File: config.mk
export PLATFORM = sky130hd
export DESIGN_NAME = mem_bus_arbiter_flat
export DESIGN_NICKNAME = d
export VERILOG_FILES = /design/src/rtl/mem_bus_arbiter_if.sv /design/src/rtl/mem_bus_arbiter.sv /design/src/flat_wrapper.sv
export SDC_FILE = /design/constraint.sdc
export NUM_CORES = 1
export LEC_CHECK = 0
export ABC_AREA = 1
export BUFFER_PORTS_ARGS = -buffer_cell sky130_fd_sc_hd__buf_4
export CAP_MARGIN = 20
export CORE_AREA = 2 2 164 166
export DETAILED_ROUTE_END_ITERATION = 7
export DIE_AREA = 0 0 166 168
export PLACE_DENSITY = 0.56
export SYNTH_ARGS = -nofsm -noshare
export SYNTH_HDL_FRONTEND = slang
export SYNTH_SLANG_ARGS = --single-unit
File: constraint.sdc
create_clock -name CLK -period 3.6 [get_ports CLK]
set_input_delay 0.72 -clock CLK [delete_from_list [all_inputs] [get_ports CLK]]
set_output_delay 0.72 -clock CLK [all_outputs]
set_load 0.01 [all_outputs]
File: src/rtl/mem_bus_arbiter_if.sv
`default_nettype none
// ============================================================================
// Module   : generic_bus_if
// Purpose  : Simple request/busy memory bus shared by the cache complex and
//            the bus controller. An initiator holds ren or wen with addr,
//            wdata and byte_en stable. The responder lowers busy for the
//            cycle in which the access completes, and rdata is valid then.
// Signals  : addr[31:0], wdata[31:0], rdata[31:0], ren, wen, busy,
//            byte_en[3:0]
// Modports : generic_bus - responder view (request in, rdata/busy out)
//            cpu         - initiator view (request out, rdata/busy in)
// Revision : 1.0 - initial release
// ============================================================================
interface generic_bus_if;
   logic [31:0] addr;
   logic [31:0] wdata;
   logic [31:0] rdata;
   logic        ren;
   logic        wen;
   logic        busy;
   logic [3:0]  byte_en;

   modport generic_bus (
      input  addr, wdata, ren, wen, byte_en,
      output rdata, busy
   );

   modport cpu (
      output addr, wdata, ren, wen, byte_en,
      input  rdata, busy
   );
endinterface
`default_nettype wire

File: src/rtl/mem_bus_arbiter.sv
`default_nettype none
// ============================================================================
// Module   : mem_bus_arbiter
// Purpose  : Memory-side responder for the icache, dcache and page-walker
//            buses. It picks one pending request, latches it and replays it
//            on the single downstream initiator bus. It returns completion
//            and rdata only to the requester that owns the grant. Every
//            transaction is followed by one idle bubble cycle (DONE).
// Ports    : CLK               - clock, rising edge
//            RST               - asynchronous active-high reset
//            icache_gen_bus_if - icache requests (responder side)
//            dcache_gen_bus_if - dcache requests (responder side)
//            pw_gen_bus_if     - page-walker requests (responder side)
//            mem_gen_bus_if    - downstream initiator to the bus controller
//            grant[1:0]        - owner: 0 none, 1 pw, 2 dcache, 3 icache
//            arb_active        - high while a downstream access is in flight
// Params   : STARVE_LIMIT - consecutive lost arbitrations after which a
//                           pending icache request wins (0 disables)
//            RESET_ADDR   - downstream addr at reset and while idle
// Options  : MEM_BUS_ARB_RR_EN - when defined, round-robin arbitration
//                                replaces fixed priority and the starvation
//                                override is removed
// Revision : 1.0 - initial release
// ============================================================================
module mem_bus_arbiter #(
   parameter int unsigned STARVE_LIMIT = 4,
   parameter logic [31:0] RESET_ADDR   = 32'h0
) (
   input  logic               CLK,
   input  logic               RST,
   generic_bus_if.generic_bus icache_gen_bus_if,
   generic_bus_if.generic_bus dcache_gen_bus_if,
   generic_bus_if.generic_bus pw_gen_bus_if,
   generic_bus_if.cpu         mem_gen_bus_if,
   output logic [1:0]         grant,
   output logic               arb_active
);

   localparam logic [1:0] c_gnt_none = 2'd0;
   localparam logic [1:0] c_gnt_pw   = 2'd1;
   localparam logic [1:0] c_gnt_dc   = 2'd2;
   localparam logic [1:0] c_gnt_ic   = 2'd3;

   typedef enum logic [1:0] {
      ST_IDLE = 2'd0,
      ST_XFER = 2'd1,
      ST_DONE = 2'd2
   } state_t;

   state_t      r_state;
   logic        r_ren;
   logic        r_wen;
   logic [31:0] r_addr;
   logic [31:0] r_wdata;
   logic [3:0]  r_byte_en;

   logic        w_pend_pw;
   logic        w_pend_dc;
   logic        w_pend_ic;
   logic [1:0]  w_win;
   logic [31:0] w_sel_addr;
   logic [31:0] w_sel_wdata;
   logic [3:0]  w_sel_byte_en;
   logic        w_sel_wen;
   logic        w_in_xfer;
   logic        w_xfer_done;

   // A requester is pending on either strobe; a write strobe dominates.
   assign w_pend_pw = pw_gen_bus_if.ren     | pw_gen_bus_if.wen;
   assign w_pend_dc = dcache_gen_bus_if.ren | dcache_gen_bus_if.wen;
   assign w_pend_ic = icache_gen_bus_if.ren | icache_gen_bus_if.wen;

   // -------------------------------------------------------------------------
   // Winner selection
   // -------------------------------------------------------------------------
`ifdef MEM_BUS_ARB_RR_EN
   // Last granted port; the search starts at the port after it in the ring
   // pw -> dcache -> icache -> pw. Resetting to icache makes pw win first.
   logic [1:0] r_last;

   always_comb begin
      w_win = c_gnt_none;
      case (r_last)
         c_gnt_pw: begin
            if (w_pend_dc)      w_win = c_gnt_dc;
            else if (w_pend_ic) w_win = c_gnt_ic;
            else if (w_pend_pw) w_win = c_gnt_pw;
         end
         c_gnt_dc: begin
            if (w_pend_ic)      w_win = c_gnt_ic;
            else if (w_pend_pw) w_win = c_gnt_pw;
            else if (w_pend_dc) w_win = c_gnt_dc;
         end
         default: begin
            if (w_pend_pw)      w_win = c_gnt_pw;
            else if (w_pend_dc) w_win = c_gnt_dc;
            else if (w_pend_ic) w_win = c_gnt_ic;
         end
      endcase
   end

   always_ff @(posedge CLK or posedge RST) begin
      if (RST) begin
         r_last <= c_gnt_ic;
      end else if (r_state == ST_IDLE && w_win != c_gnt_none) begin
         r_last <= w_win;
      end
   end
`else
   localparam int unsigned c_starve_w   = (STARVE_LIMIT < 2) ? 1 : $clog2(STARVE_LIMIT + 1);
   localparam bit          c_starve_en  = (STARVE_LIMIT != 0);
   localparam logic [c_starve_w-1:0] c_starve_lim = c_starve_w'(STARVE_LIMIT);

   logic [c_starve_w-1:0] r_starve_cnt;
   logic                  w_starve_hit;

   assign w_starve_hit = c_starve_en && w_pend_ic && (r_starve_cnt >= c_starve_lim);

   always_comb begin
      w_win = c_gnt_none;
      if (w_starve_hit)   w_win = c_gnt_ic;
      else if (w_pend_pw) w_win = c_gnt_pw;
      else if (w_pend_dc) w_win = c_gnt_dc;
      else if (w_pend_ic) w_win = c_gnt_ic;
   end

   // Counts grants that went elsewhere while icache was waiting. Any grant
   // that finds icache idle, or that goes to icache, restarts the count.
   always_ff @(posedge CLK or posedge RST) begin
      if (RST) begin
         r_starve_cnt <= '0;
      end else if (c_starve_en && r_state == ST_IDLE && w_win != c_gnt_none) begin
         if (w_win != c_gnt_ic && w_pend_ic) begin
            if (r_starve_cnt < c_starve_lim) begin
               r_starve_cnt <= r_starve_cnt + 1'b1;
            end
         end else begin
            r_starve_cnt <= '0;
         end
      end
   end
`endif

   // Request fields of the winner, captured on the IDLE -> XFER edge.
   always_comb begin
      w_sel_addr    = '0;
      w_sel_wdata   = '0;
      w_sel_byte_en = '0;
      w_sel_wen     = 1'b0;
      case (w_win)
         c_gnt_pw: begin
            w_sel_addr    = pw_gen_bus_if.addr;
            w_sel_wdata   = pw_gen_bus_if.wdata;
            w_sel_byte_en = pw_gen_bus_if.byte_en;
            w_sel_wen     = pw_gen_bus_if.wen;
         end
         c_gnt_dc: begin
            w_sel_addr    = dcache_gen_bus_if.addr;
            w_sel_wdata   = dcache_gen_bus_if.wdata;
            w_sel_byte_en = dcache_gen_bus_if.byte_en;
            w_sel_wen     = dcache_gen_bus_if.wen;
         end
         c_gnt_ic: begin
            w_sel_addr    = icache_gen_bus_if.addr;
            w_sel_wdata   = icache_gen_bus_if.wdata;
            w_sel_byte_en = icache_gen_bus_if.byte_en;
            w_sel_wen     = icache_gen_bus_if.wen;
         end
         default: begin
         end
      endcase
   end

   // -------------------------------------------------------------------------
   // Transaction FSM. Downstream request lines come only from the latched
   // copies, so upstream changes during XFER never reach the bus controller.
   // -------------------------------------------------------------------------
   always_ff @(posedge CLK or posedge RST) begin
      if (RST) begin
         r_state    <= ST_IDLE;
         grant      <= c_gnt_none;
         arb_active <= 1'b0;
         r_ren      <= 1'b0;
         r_wen      <= 1'b0;
         r_addr     <= RESET_ADDR;
         r_wdata    <= '0;
         r_byte_en  <= '0;
      end else begin
         case (r_state)
            ST_IDLE: begin
               if (w_win != c_gnt_none) begin
                  r_state    <= ST_XFER;
                  grant      <= w_win;
                  arb_active <= 1'b1;
                  r_wen      <= w_sel_wen;
                  r_ren      <= ~w_sel_wen;
                  r_addr     <= w_sel_addr;
                  r_wdata    <= w_sel_wdata;
                  r_byte_en  <= w_sel_byte_en;
               end
            end
            ST_XFER: begin
               if (!mem_gen_bus_if.busy) begin
                  r_state    <= ST_DONE;
                  grant      <= c_gnt_none;
                  arb_active <= 1'b0;
                  r_ren      <= 1'b0;
                  r_wen      <= 1'b0;
                  r_addr     <= RESET_ADDR;
                  r_wdata    <= '0;
                  r_byte_en  <= '0;
               end
            end
            // Bubble: a requester still holding its strobe for one cycle
            // after completion is not seen as a new request.
            ST_DONE: begin
               r_state <= ST_IDLE;
            end
            default: begin
               r_state <= ST_IDLE;
            end
         endcase
      end
   end

   assign mem_gen_bus_if.ren     = r_ren;
   assign mem_gen_bus_if.wen     = r_wen;
   assign mem_gen_bus_if.addr    = r_addr;
   assign mem_gen_bus_if.wdata   = r_wdata;
   assign mem_gen_bus_if.byte_en = r_byte_en;

   // Completion is forwarded combinationally, only to the owner.
   assign w_in_xfer   = (r_state == ST_XFER);
   assign w_xfer_done = w_in_xfer & ~mem_gen_bus_if.busy;

   assign pw_gen_bus_if.busy     = ~(w_xfer_done && grant == c_gnt_pw);
   assign dcache_gen_bus_if.busy = ~(w_xfer_done && grant == c_gnt_dc);
   assign icache_gen_bus_if.busy = ~(w_xfer_done && grant == c_gnt_ic);

   assign pw_gen_bus_if.rdata     = (w_in_xfer && grant == c_gnt_pw) ? mem_gen_bus_if.rdata : '0;
   assign dcache_gen_bus_if.rdata = (w_in_xfer && grant == c_gnt_dc) ? mem_gen_bus_if.rdata : '0;
   assign icache_gen_bus_if.rdata = (w_in_xfer && grant == c_gnt_ic) ? mem_gen_bus_if.rdata : '0;

endmodule
`default_nettype wire

File: src/flat_wrapper.sv
// flat-port wrapper written by rule: the top's interface ports become plain ports
module mem_bus_arbiter_flat 
#(
   parameter int unsigned STARVE_LIMIT = 4,
   parameter logic [31:0] RESET_ADDR   = 32'h0
)
  (CLK, RST, grant, arb_active, icache_gen_bus_if_addr, icache_gen_bus_if_wdata, icache_gen_bus_if_ren, icache_gen_bus_if_wen, icache_gen_bus_if_byte_en, icache_gen_bus_if_rdata, icache_gen_bus_if_busy, dcache_gen_bus_if_addr, dcache_gen_bus_if_wdata, dcache_gen_bus_if_ren, dcache_gen_bus_if_wen, dcache_gen_bus_if_byte_en, dcache_gen_bus_if_rdata, dcache_gen_bus_if_busy, pw_gen_bus_if_addr, pw_gen_bus_if_wdata, pw_gen_bus_if_ren, pw_gen_bus_if_wen, pw_gen_bus_if_byte_en, pw_gen_bus_if_rdata, pw_gen_bus_if_busy, mem_gen_bus_if_addr, mem_gen_bus_if_wdata, mem_gen_bus_if_ren, mem_gen_bus_if_wen, mem_gen_bus_if_byte_en, mem_gen_bus_if_rdata, mem_gen_bus_if_busy);
  generic_bus_if icache_gen_bus_if_i ();
  generic_bus_if dcache_gen_bus_if_i ();
  generic_bus_if pw_gen_bus_if_i ();
  generic_bus_if mem_gen_bus_if_i ();
  input  logic CLK;
  input  logic RST;
  output logic [1:0] grant;
  output logic arb_active;
  input wire logic [$bits(icache_gen_bus_if_i.addr)-1:0] icache_gen_bus_if_addr;
  input wire logic [$bits(icache_gen_bus_if_i.wdata)-1:0] icache_gen_bus_if_wdata;
  input wire logic [$bits(icache_gen_bus_if_i.ren)-1:0] icache_gen_bus_if_ren;
  input wire logic [$bits(icache_gen_bus_if_i.wen)-1:0] icache_gen_bus_if_wen;
  input wire logic [$bits(icache_gen_bus_if_i.byte_en)-1:0] icache_gen_bus_if_byte_en;
  output wire logic [$bits(icache_gen_bus_if_i.rdata)-1:0] icache_gen_bus_if_rdata;
  output wire logic [$bits(icache_gen_bus_if_i.busy)-1:0] icache_gen_bus_if_busy;
  input wire logic [$bits(dcache_gen_bus_if_i.addr)-1:0] dcache_gen_bus_if_addr;
  input wire logic [$bits(dcache_gen_bus_if_i.wdata)-1:0] dcache_gen_bus_if_wdata;
  input wire logic [$bits(dcache_gen_bus_if_i.ren)-1:0] dcache_gen_bus_if_ren;
  input wire logic [$bits(dcache_gen_bus_if_i.wen)-1:0] dcache_gen_bus_if_wen;
  input wire logic [$bits(dcache_gen_bus_if_i.byte_en)-1:0] dcache_gen_bus_if_byte_en;
  output wire logic [$bits(dcache_gen_bus_if_i.rdata)-1:0] dcache_gen_bus_if_rdata;
  output wire logic [$bits(dcache_gen_bus_if_i.busy)-1:0] dcache_gen_bus_if_busy;
  input wire logic [$bits(pw_gen_bus_if_i.addr)-1:0] pw_gen_bus_if_addr;
  input wire logic [$bits(pw_gen_bus_if_i.wdata)-1:0] pw_gen_bus_if_wdata;
  input wire logic [$bits(pw_gen_bus_if_i.ren)-1:0] pw_gen_bus_if_ren;
  input wire logic [$bits(pw_gen_bus_if_i.wen)-1:0] pw_gen_bus_if_wen;
  input wire logic [$bits(pw_gen_bus_if_i.byte_en)-1:0] pw_gen_bus_if_byte_en;
  output wire logic [$bits(pw_gen_bus_if_i.rdata)-1:0] pw_gen_bus_if_rdata;
  output wire logic [$bits(pw_gen_bus_if_i.busy)-1:0] pw_gen_bus_if_busy;
  output wire logic [$bits(mem_gen_bus_if_i.addr)-1:0] mem_gen_bus_if_addr;
  output wire logic [$bits(mem_gen_bus_if_i.wdata)-1:0] mem_gen_bus_if_wdata;
  output wire logic [$bits(mem_gen_bus_if_i.ren)-1:0] mem_gen_bus_if_ren;
  output wire logic [$bits(mem_gen_bus_if_i.wen)-1:0] mem_gen_bus_if_wen;
  output wire logic [$bits(mem_gen_bus_if_i.byte_en)-1:0] mem_gen_bus_if_byte_en;
  input wire logic [$bits(mem_gen_bus_if_i.rdata)-1:0] mem_gen_bus_if_rdata;
  input wire logic [$bits(mem_gen_bus_if_i.busy)-1:0] mem_gen_bus_if_busy;
  assign icache_gen_bus_if_i.addr = icache_gen_bus_if_addr;
  assign icache_gen_bus_if_i.wdata = icache_gen_bus_if_wdata;
  assign icache_gen_bus_if_i.ren = icache_gen_bus_if_ren;
  assign icache_gen_bus_if_i.wen = icache_gen_bus_if_wen;
  assign icache_gen_bus_if_i.byte_en = icache_gen_bus_if_byte_en;
  assign icache_gen_bus_if_rdata = icache_gen_bus_if_i.rdata;
  assign icache_gen_bus_if_busy = icache_gen_bus_if_i.busy;
  assign dcache_gen_bus_if_i.addr = dcache_gen_bus_if_addr;
  assign dcache_gen_bus_if_i.wdata = dcache_gen_bus_if_wdata;
  assign dcache_gen_bus_if_i.ren = dcache_gen_bus_if_ren;
  assign dcache_gen_bus_if_i.wen = dcache_gen_bus_if_wen;
  assign dcache_gen_bus_if_i.byte_en = dcache_gen_bus_if_byte_en;
  assign dcache_gen_bus_if_rdata = dcache_gen_bus_if_i.rdata;
  assign dcache_gen_bus_if_busy = dcache_gen_bus_if_i.busy;
  assign pw_gen_bus_if_i.addr = pw_gen_bus_if_addr;
  assign pw_gen_bus_if_i.wdata = pw_gen_bus_if_wdata;
  assign pw_gen_bus_if_i.ren = pw_gen_bus_if_ren;
  assign pw_gen_bus_if_i.wen = pw_gen_bus_if_wen;
  assign pw_gen_bus_if_i.byte_en = pw_gen_bus_if_byte_en;
  assign pw_gen_bus_if_rdata = pw_gen_bus_if_i.rdata;
  assign pw_gen_bus_if_busy = pw_gen_bus_if_i.busy;
  assign mem_gen_bus_if_addr = mem_gen_bus_if_i.addr;
  assign mem_gen_bus_if_wdata = mem_gen_bus_if_i.wdata;
  assign mem_gen_bus_if_ren = mem_gen_bus_if_i.ren;
  assign mem_gen_bus_if_wen = mem_gen_bus_if_i.wen;
  assign mem_gen_bus_if_byte_en = mem_gen_bus_if_i.byte_en;
  assign mem_gen_bus_if_i.rdata = mem_gen_bus_if_rdata;
  assign mem_gen_bus_if_i.busy = mem_gen_bus_if_busy;
  mem_bus_arbiter #(.STARVE_LIMIT(STARVE_LIMIT), .RESET_ADDR(RESET_ADDR)) u_core (.CLK(CLK), .RST(RST), .icache_gen_bus_if(icache_gen_bus_if_i), .dcache_gen_bus_if(dcache_gen_bus_if_i), .pw_gen_bus_if(pw_gen_bus_if_i), .mem_gen_bus_if(mem_gen_bus_if_i), .grant(grant), .arb_active(arb_active));
endmodule
==> run metrics, run 1 <==
minimum clock period 2750 ps; largest net degree at the start of global routing 72; crit path DAT 2030 ps; r2r endpoint u_core.r_starve_cnt[1]; CTS buffer count 9; # diodes 0; minimum hold slack 467 ps; sw frac 43.3%; Pre-Repair DR Iteration Count 4; # hold bufs at CTS 0; largest fanout on the critical path 32; worst slew pin tran 962 ps; FFs w/ async S/R, synth 100%; final slew viol count 0; full die area 0.0279 sq mm; share of cells above drive strength 1 38.2%; post-route clock skew 9.15 ps; DRC 0; Synth top area share 38.4%; # rows 60; R2R Path Start u_core.r_state[0]; commonest cells after routing, fill and taps aside buf_4, nand2_1, nand3_1; commonest non-fill, non-tap cell in the layout buf_4; DPL Wire Length 18.2 mm; Die W 166 microns; setup violators final 0; Fill cells 2899; Setup crit end kind output port; antenna violations before repair 0; dominant synthesized flop cell dfrtp_1; # resized after CTS 0; final hold vios 0; hold crit path type in2async; Fmax 0.363 GHz; first-pass GRT wire length 35.7 mm; CTS H-tree lvls 3; sequential share of the synthesized area 38.4%; status completed; Area growth, synth to finish 73.6%; final WL 23.5 mm; Worst VDD drop 437 uV; sequential power share 26.2%; Overflow after GRT 0; RSZ-0062 raised after global routing false; Final nets 1436; #FFs+latches synth 78; net count after synthesis 1055; drt via density 4.40; cell area power density 638 mW/mm^2; Starting Density 19.3%; boundary pin count 417; final worst-path cycle share 76.5%; Avg Cell Area, Syn 6.29 sq um; largest cells by area after synthesis dfrtp_1, nand2_1, nand3_1; CTS max path bufs 2; Sw Pwr 2.44 mW; Post-Syn Area 0.00509 sq mm; cell-internal power 3.20 mW; final RePlAce weighted congestion 0.847; vias in the first global route 6462; max_cap viols 0; port buffer count 416; relative slew slack 35.8%; Leak 5.00 nW; R2R setup slack 1460 ps; Synth cell types 23; part of the power in combinational logic 55.8%; Worst-path clk slew 70 ps; clk_lat worst skew 340 ps; Cells after Synth 809; setup repair bufs after CTS 0; core footprint 0.0264 sq mm; Clock power frac 18.0%; die height 168 microns; Post-synth EDFFs 0; root buffer cell clkbuf_16; Sink Count 78; post-route cell area 0.00884 sq mm; required time of the worst setup path 2880 ps; DRT antenna net count 0; wire per inst 15.3 microns; setup TNS 0 ps; total track usage 16.1%; TritonCTS clock tree yes; dpl cell area 0.00851 sq mm; kind of critical path reg2out; vias 6763; largest area contributor in the netlist dfrtp_1; Synth warnings 0; FF-to-FF path depth 6; DRT iter0 DRCs 269; Worst Setup Start Kind register
==> through the flow <==
| stage | util (%) | setup slack (ps) | std cells | power, mW |
|---|---|---|---|---|
| final | 33.5 | 846 | 1536 | 5.63 |
| after global routing | 33.5 | 652 | 1536 | 6.10 |
| after CTS | 33.5 | 824 | 1536 | 5.76 |
| after detailed placement | 32.3 | 1060 | 1520 | 4.70 |
| after global placement | 32.3 | 1080 | 1520 | 4.68 |
| after floorplan | - | 885 | 809 | 3.15 |
==> area by class of cell <==
type	instances	area [sq um]	share of cell area (%)
Inverter	47	179	2.02
Clock inverter	5	81.3	0.920
Sequential cell	78	1950	22.1
Multi-Input combinational cell	625	2700	30.5
Clock buffer	11	243	2.75
Tap cell	341	427	4.83
Timing Repair Buffer	429	3260	36.9
==> power groups by stage <==
stage | Sequential, mW | Clock, mW | Combinational [mW]
finish | 1.48 | 1.01 | 3.14
floorplan | 1.64 | 0 | 1.51
global route | 1.53 | 1.09 | 3.48
CTS | 1.48 | 1.06 | 3.22
global placement | 1.48 | 0 | 3.20
detailed placement | 1.49 | 0 | 3.21
==> registers in the layout (all words and copies together) (netlist names) <==
signal                         flops
u_core.arb_active                  1
u_core.r_state                     2
u_core.mem_gen_bus_if.wdata       32
u_core.mem_gen_bus_if.byte_en      4
u_core.mem_gen_bus_if.wen          1
u_core.r_starve_cnt                3
u_core.grant                       2
u_core.mem_gen_bus_if.addr        32
u_core.mem_gen_bus_if.ren          1
==> worst max path at each step <==
stage	startpoint	depth (start not counted)	to
after floorplan	RST	1	u_core.arb_active
after global placement	dcache_gen_bus_if_wen	8	u_core.r_starve_cnt[1]
after detailed placement	dcache_gen_bus_if_wen	8	u_core.r_starve_cnt[2]
after CTS	u_core.r_state[1]	6	icache_gen_bus_if_rdata[19]
after global routing	u_core.r_state[1]	6	icache_gen_bus_if_rdata[4]
final	u_core.r_state[1]	6	icache_gen_bus_if_rdata[19]
==> critical path, stage by stage, from the launching register on <==
cell and delay (ps):
dfrtp_1 380, nor2_1 110, inv_1 100, nor3_1 220, inv_1 460, nor2_1 280
buf_4 160
==> per-layer routing <==
layer / routed length (microns) / up-vias / global-route usage [%]
met5: 0 / - / 0
met3: 1670 / 24 / 3.62
met1: 9120 / 3126 / 18.6
met4: 531 / 0 / 6.31
met2: 12200 / 290 / 28.9
li1: - / 3323 / -
==> cell families after synthesis <==
kind of cell	synth area share [%]
simple gates	51.2
buf+inv	9.20
flops	38.4
compound gates	0.811
xor+xnor	0.172
fa+ha+maj	0.246
==> Yosys cell counts (2+ instances only) <==
master and number:
clkbuf_1 16, nor2_1 101, nand3_1 209, inv_2 2, nand2_2 2, dfrtp_1 78, buf_1 4, nor3_1 3
buf_2 32, inv_1 45, nand2_1 293, o21ai_0 5, nor2_4 2, buf_4 6, nor2_2 3
No activity file was read; power rests on OpenSTA's default activity.
==> run 2: changes to the inputs <==
--- a/config.mk
+++ b/config.mk
@@ -11,7 +11,7 @@
 export CORE_AREA = 2 2 164 166
 export DETAILED_ROUTE_END_ITERATION = 7
 export DIE_AREA = 0 0 166 168
-export PLACE_DENSITY = 0.56
+export PLACE_DENSITY = 0.58
 export SYNTH_ARGS = -nofsm -noshare
 export SYNTH_HDL_FRONTEND = slang
 export SYNTH_SLANG_ARGS = --single-unit
==> constraint.sdc (replaced) <==
create_clock -name CLK -period 2.5 [get_ports CLK]
set_input_delay 0.5 -clock CLK [delete_from_list [all_inputs] [get_ports CLK]]
set_output_delay 0.5 -clock CLK [all_outputs]
set_load 0.01 [all_outputs]
==> run 2 against run 1 <==
Core utilization increased by 0.38 points; sequential share of layout area decreased by 0.24 points; final area increased by 1.1%; clock-buffer cell count decreased by 2; largest power group unchanged.
==> run metrics, run 2 (synthesis gave the netlist of run 1 again) <==
Sink Count 78; # hold bufs at CTS 0; # rows 60; final hold vios 0; Worst VDD drop 566 uV; cell area power density 900 mW/mm^2; core footprint 0.0264 sq mm; Pre-Repair DR Iteration Count 4; hold crit path type in2async; Final nets 1447; DPL Wire Length 17.2 mm; Starting Density 19.3%; DRT iter0 DRCs 354; DRT antenna net count 0; Die W 166 microns; # diodes 0; post-route clock skew 7.39 ps; Worst-path clk slew 60 ps; total track usage 15.7%; commonest non-fill, non-tap cell in the layout buf_4; final slew viol count 0; max_cap viols 0; Setup WS post-layout 166 ps; vias 6845; wire per inst 14.9 microns; Fmax 0.428 GHz; first-pass GRT wire length 35.3 mm; final RePlAce weighted congestion 0.856; Worst Setup Start Kind register; worst slew pin tran 623 ps; full die area 0.0279 sq mm; DRC 0; crit path DAT 1830 ps; minimum hold slack 195 ps; antenna violations before repair 0; port buffer count 416; status completed; root buffer cell clkbuf_16; setup TNS 0 ps; Overflow after GRT 0; minimum clock period 2330 ps; die height 168 microns; dpl cell area 0.00854 sq mm; post-route cell area 0.00893 sq mm; relative slew slack 58.5%; Non-Filler Instances 1546; Worst path slowest cell dfrtp_1; largest net degree at the start of global routing 85; clk_lat worst skew 340 ps; boundary pin count 417; setup violators final 0; pre-CTS setup slack 391 ps; share of cells above drive strength 1 39.2%; commonest cells after routing, fill and taps aside buf_4, nand2_1, nand3_1; R2R setup slack 860 ps; kind of critical path reg2out; Leak 5.03 nW; CTS max path bufs 2; required time of the worst setup path 2000 ps; CP peak stage delay 370 ps; vias in the first global route 6502; final WL 23.0 mm; final worst-path cycle share 93.4%; TritonCTS clock tree yes; CTS buffer count 9; CTS H-tree lvls 3; Placed Cells 1521; Area growth, synth to finish 75.6%; Setup crit end kind output port; largest fanout on the critical path 8; drt via density 4.43; CP Cell Sequence nor2_1 -> inv_1 -> nor3_4 -> clkinvlp_4 -> buf_4 -> nor2_1 -> buf_4
-- run 2: cell types whose count changed in the layout (fill, tap and decap cells not counted), moves of 2 or more --
cell,before,now
clkinv_2,1,3
inv_1,44,42
buf_4,426,433
nor3_1,3,0
clkinvlp_4,1,6
buf_12,3,5
nor3_4,0,2
-- run 2: final timing paths --
| path | from | to | cells after the start |
|---|---|---|---|
| worst max-delay path | u_core.r_state[1] | dcache_gen_bus_if_rdata[28] | 7 |
| worst min-delay path | RST | u_core.mem_gen_bus_if.wdata[13] | 2 |
| worst max register to register | u_core.r_starve_cnt[2] | u_core.mem_gen_bus_if.wen | 8 |
| worst min register to register | u_core.arb_active | u_core.arb_active | 2 |
| max in group asynchronous | RST | u_core.r_state[0] | 3 |
| min in group CLK | mem_gen_bus_if_busy | u_core.r_state[1] | 2 |
-- run 2: stage by stage --
| step | utilization (%) | total power [mW] |
|---|---|---|
| floorplan | - | 4.53 |
| global placement | 32.4 | 6.66 |
| detailed placement | 32.4 | 6.71 |
| CTS | 33.5 | 8.10 |
| global route | 33.9 | 8.74 |
| finish | 33.9 | 8.04 |
-- run 2: report_power, final --
group | internal [mW] | total (mW) | switching (mW)
Combinational | 1.93 | 4.58 | 2.65
Sequential | 1.82 | 2.14 | 0.313
Clock | 0.767 | 1.33 | 0.558
Total | 4.52 | 8.04 | 3.52
-- run 2: metal layers --
metal	up-vias	global-route usage [%]	wire length, microns
li1	3342	-	-
met1	3159	17.8	8700
met2	301	28.4	11800
met3	43	4.33	1730
met4	0	5.26	712
met5	-	0	0
-- run 2: final cells by class --
class | instances | area (sq um)
Sequential cell | 78 | 1950
Multi-Input combinational cell | 625 | 2720
Timing Repair Buffer | 438 | 3350
Tap cell | 341 | 427
Inverter | 47 | 185
Fill cell | 2874 | 17400
Clock inverter | 6 | 63.8
Clock buffer | 9 | 225
Timing Repair inverter | 2 | 15.0
-- run 2: repair_timing --
item                                    CTS  global route
gates resized for setup                   0             9
endpoints found under the setup margin    0            64
buffers inserted                          0             8
-- run 2: worst max-delay path: cells and delay by family (launching register included) --
kind	cells	cell delay (ps)
buffers and inverters	4	630
AND/OR/NAND/NOR	3	500
flip-flops	1	370
==> run 3: changes to the inputs <==
--- a/config.mk
+++ b/config.mk
@@ -5,13 +5,13 @@
 export SDC_FILE = /design/constraint.sdc
 export NUM_CORES = 1
 export LEC_CHECK = 0
-export ABC_AREA = 1
+export ABC_AREA = 0
 export BUFFER_PORTS_ARGS = -buffer_cell sky130_fd_sc_hd__buf_4
 export CAP_MARGIN = 20
-export CORE_AREA = 2 2 164 166
+export CORE_AREA = 2 2 162 164
 export DETAILED_ROUTE_END_ITERATION = 7
-export DIE_AREA = 0 0 166 168
-export PLACE_DENSITY = 0.58
+export DIE_AREA = 0 0 164 166
+export PLACE_DENSITY = 0.57
 export SYNTH_ARGS = -nofsm -noshare
 export SYNTH_HDL_FRONTEND = slang
 export SYNTH_SLANG_ARGS = --single-unit
==> run 3 against run 2 <==
Routed wire length is 6.4% higher; critical endpoint is now pw_gen_bus_if_rdata[2]; largest power group unchanged; highest routed layer unchanged; hold slack worse by 39 ps; core utilization is 0.31 points lower; flip-flop and latch count stayed put.
==> run metrics, run 3 <==
#FFs+latches synth 78; largest fanout on the critical path 32; DRT antenna net count 0; worst slew pin tran 624 ps; TritonCTS clock tree yes; R2R Path Start u_core.r_state[0]; share of cells above drive strength 1 50.5%; commonest non-fill, non-tap cell in the layout buf_4; # rows 59; Die W 164 microns; Leak 4.46 nW; DRT iter0 DRCs 233; DPL Wire Length 19.7 mm; Setup crit end kind output port; setup violators final 0; largest cells by area after synthesis dfrtp_1, and2_1, a221o_1; post-route clock skew 9.99 ps; Final nets 1161; Setup WS post-layout 246 ps; vias 5620; CTS H-tree lvls 3; top-count cell post-synth and2_1; CTS max path bufs 2; kind of critical path reg2out; hold crit path type in2async; Worst-path clk slew 70 ps; final slew viol count 0; Post-synth EDFFs 0; Starting Density 18.4%; final hold vios 0; Synth cell types 33; max_cap viols 0; status completed; cell area power density 949 mW/mm^2; setup TNS 0 ps; Overflow after GRT 0; total track usage 17.5%; Area growth, synth to finish 82.7%; vias in the first global route 5697; required time of the worst setup path 2000 ps; Pre-Repair DR Iteration Count 5; largest net degree at the start of global routing 50; wire per inst 19.5 microns; Worst Setup Start Kind register; pre-CTS setup slack 354 ps; drt via density 4.47; r2r endpoint u_core.mem_gen_bus_if.addr[13]; port buffer count 416; Avg Cell Area, Syn 9.22 sq um; net count after synthesis 757; antenna violations before repair 1; crit path DAT 1750 ps; Commonest cells post-synth and2_1, dfrtp_1, nand2_1; minimum hold slack 155 ps; Fmax 0.444 GHz; R2R setup slack 580 ps; Power, Total 8.16 mW; Cells after Synth 511; largest area contributor in the netlist dfrtp_1; Worst path slowest cell dfrtp_1; core footprint 0.0256 sq mm; final worst-path cycle share 90.1%; FF-to-FF path depth 5; CTS buffer count 9; first-pass GRT wire length 35.5 mm; full die area 0.0272 sq mm; sequential share of the synthesized area 41.4%; Sink Count 78; dominant synthesized flop cell dfrtp_1; final RePlAce weighted congestion 0.787; minimum clock period 2250 ps; CP peak stage delay 400 ps; die height 166 microns; Critical Path Most Common Cell buf_4; Post-Syn Area 0.00471 sq mm; Synth warnings 0; Synth top area share 41.4%; RSZ-0062 raised after global routing false; Worst VDD drop 361 uV; boundary pin count 417; commonest cells after routing, fill and taps aside buf_4, and2_1, dfrtp_1; CP Cell Sequence nor2b_2 -> and3b_1 -> buf_4 -> and2_1 -> buf_4; final WL 24.4 mm; root buffer cell clkbuf_16; clk_lat worst skew 350 ps; relative slew slack 58.4%; DRC 0; FFs w/ async S/R, synth 100%
==> run 3: cell count changes in the layout (fill, tap and decap cells not counted), sizes merged, moves of 3 or more <==
cell      delta
a221o       +68
clkinvlp     -5
a22o        +34
and2       +130
nand3      -208
nor3         -3
nor2        -97
a21oi       +44
inv         -40
nand2      -219
==> run 3: logic make-up (layout without fill, tap and decap cells) <==
| kind of cell | count (synthesis) | count (layout) | synth area share (%) |
|---|---|---|---|
| simple gates | 230 | 230 | 26.5 |
| compound gates | 155 | 155 | 26.9 |
| flops | 78 | 78 | 41.4 |
| buf+inv | 46 | 455 | 4.57 |
| fa+ha+maj | 1 | 1 | 0.266 |
| mux | 1 | 1 | 0.239 |
| other cells | 0 | 1 | 0 |
==> run 3: through the flow <==
step                      util (%)  cell area (sq um)  std cells
final                         33.6               8610       1256
after global routing          33.6               8600       1255
after CTS                     33.6               8600       1255
after detailed placement      32.4               8300       1239
after global placement        32.4               8300       1239
after floorplan                  -               4710        511
==> run 3: how the worst max path moves through the flow <==
| stage | startpoint | to | slack [ps] | cells after the start |
|---|---|---|---|---|
| finish | u_core.r_state[1] | pw_gen_bus_if_rdata[2] | 250 | 5 |
| global route | u_core.r_state[1] | pw_gen_bus_if_rdata[2] | 110 | 5 |
| CTS | u_core.r_state[1] | pw_gen_bus_if_rdata[2] | 130 | 5 |
| detailed placement | pw_gen_bus_if_ren | u_core.mem_gen_bus_if.wdata[7] | 350 | 6 |
| global placement | pw_gen_bus_if_ren | u_core.mem_gen_bus_if.addr[4] | 370 | 6 |
| floorplan | RST | u_core.arb_active | 5 | 1 |
==> run 3: final cells by class <==
cell class,instances,area (sq um)
antenna,1,2.50
clock buffer,10,229
clock inverter,6,68.8
fill,2709,17000
inverter,3,12.5
multi-input combinational,387,2590
sequential,78,1950
tap,335,419
timing repair buffer,436,3340
==> run 3: layer usage <==
| metal | global-route usage [%] | up-vias | wire, microns | share of wire, % |
|---|---|---|---|---|
| li1 | - | 2652 | - | - |
| met1 | 20.0 | 2649 | 9220 | 38 |
| met5 | 0 | - | 0 | 0 |
| met3 | 4.90 | 22 | 2210 | 9.0 |
| met4 | 4.42 | 0 | 441 | 1.8 |
| met2 | 31.7 | 297 | 12600 | 51 |
==> run 3: critical path: cells and delay by family (launching register included) <==
family,cells,cell delay (ps)
buf+inv,2,400
flops,1,400
simple gates,3,610
==> run 3: repair_timing <==
action                                  CTS  global route
endpoints found under the setup margin    0             1
hold buffers                              0             0
buffers inserted                          0             0
gates resized for setup                   0             1
==> run 3: where the power goes <==
group	internal (mW)	leakage, nW	switching (mW)
Combinational	2.31	3.33	2.27
Clock	0.782	0.143	0.582
Sequential	1.83	0.984	0.384
Total	4.93	4.46	3.24
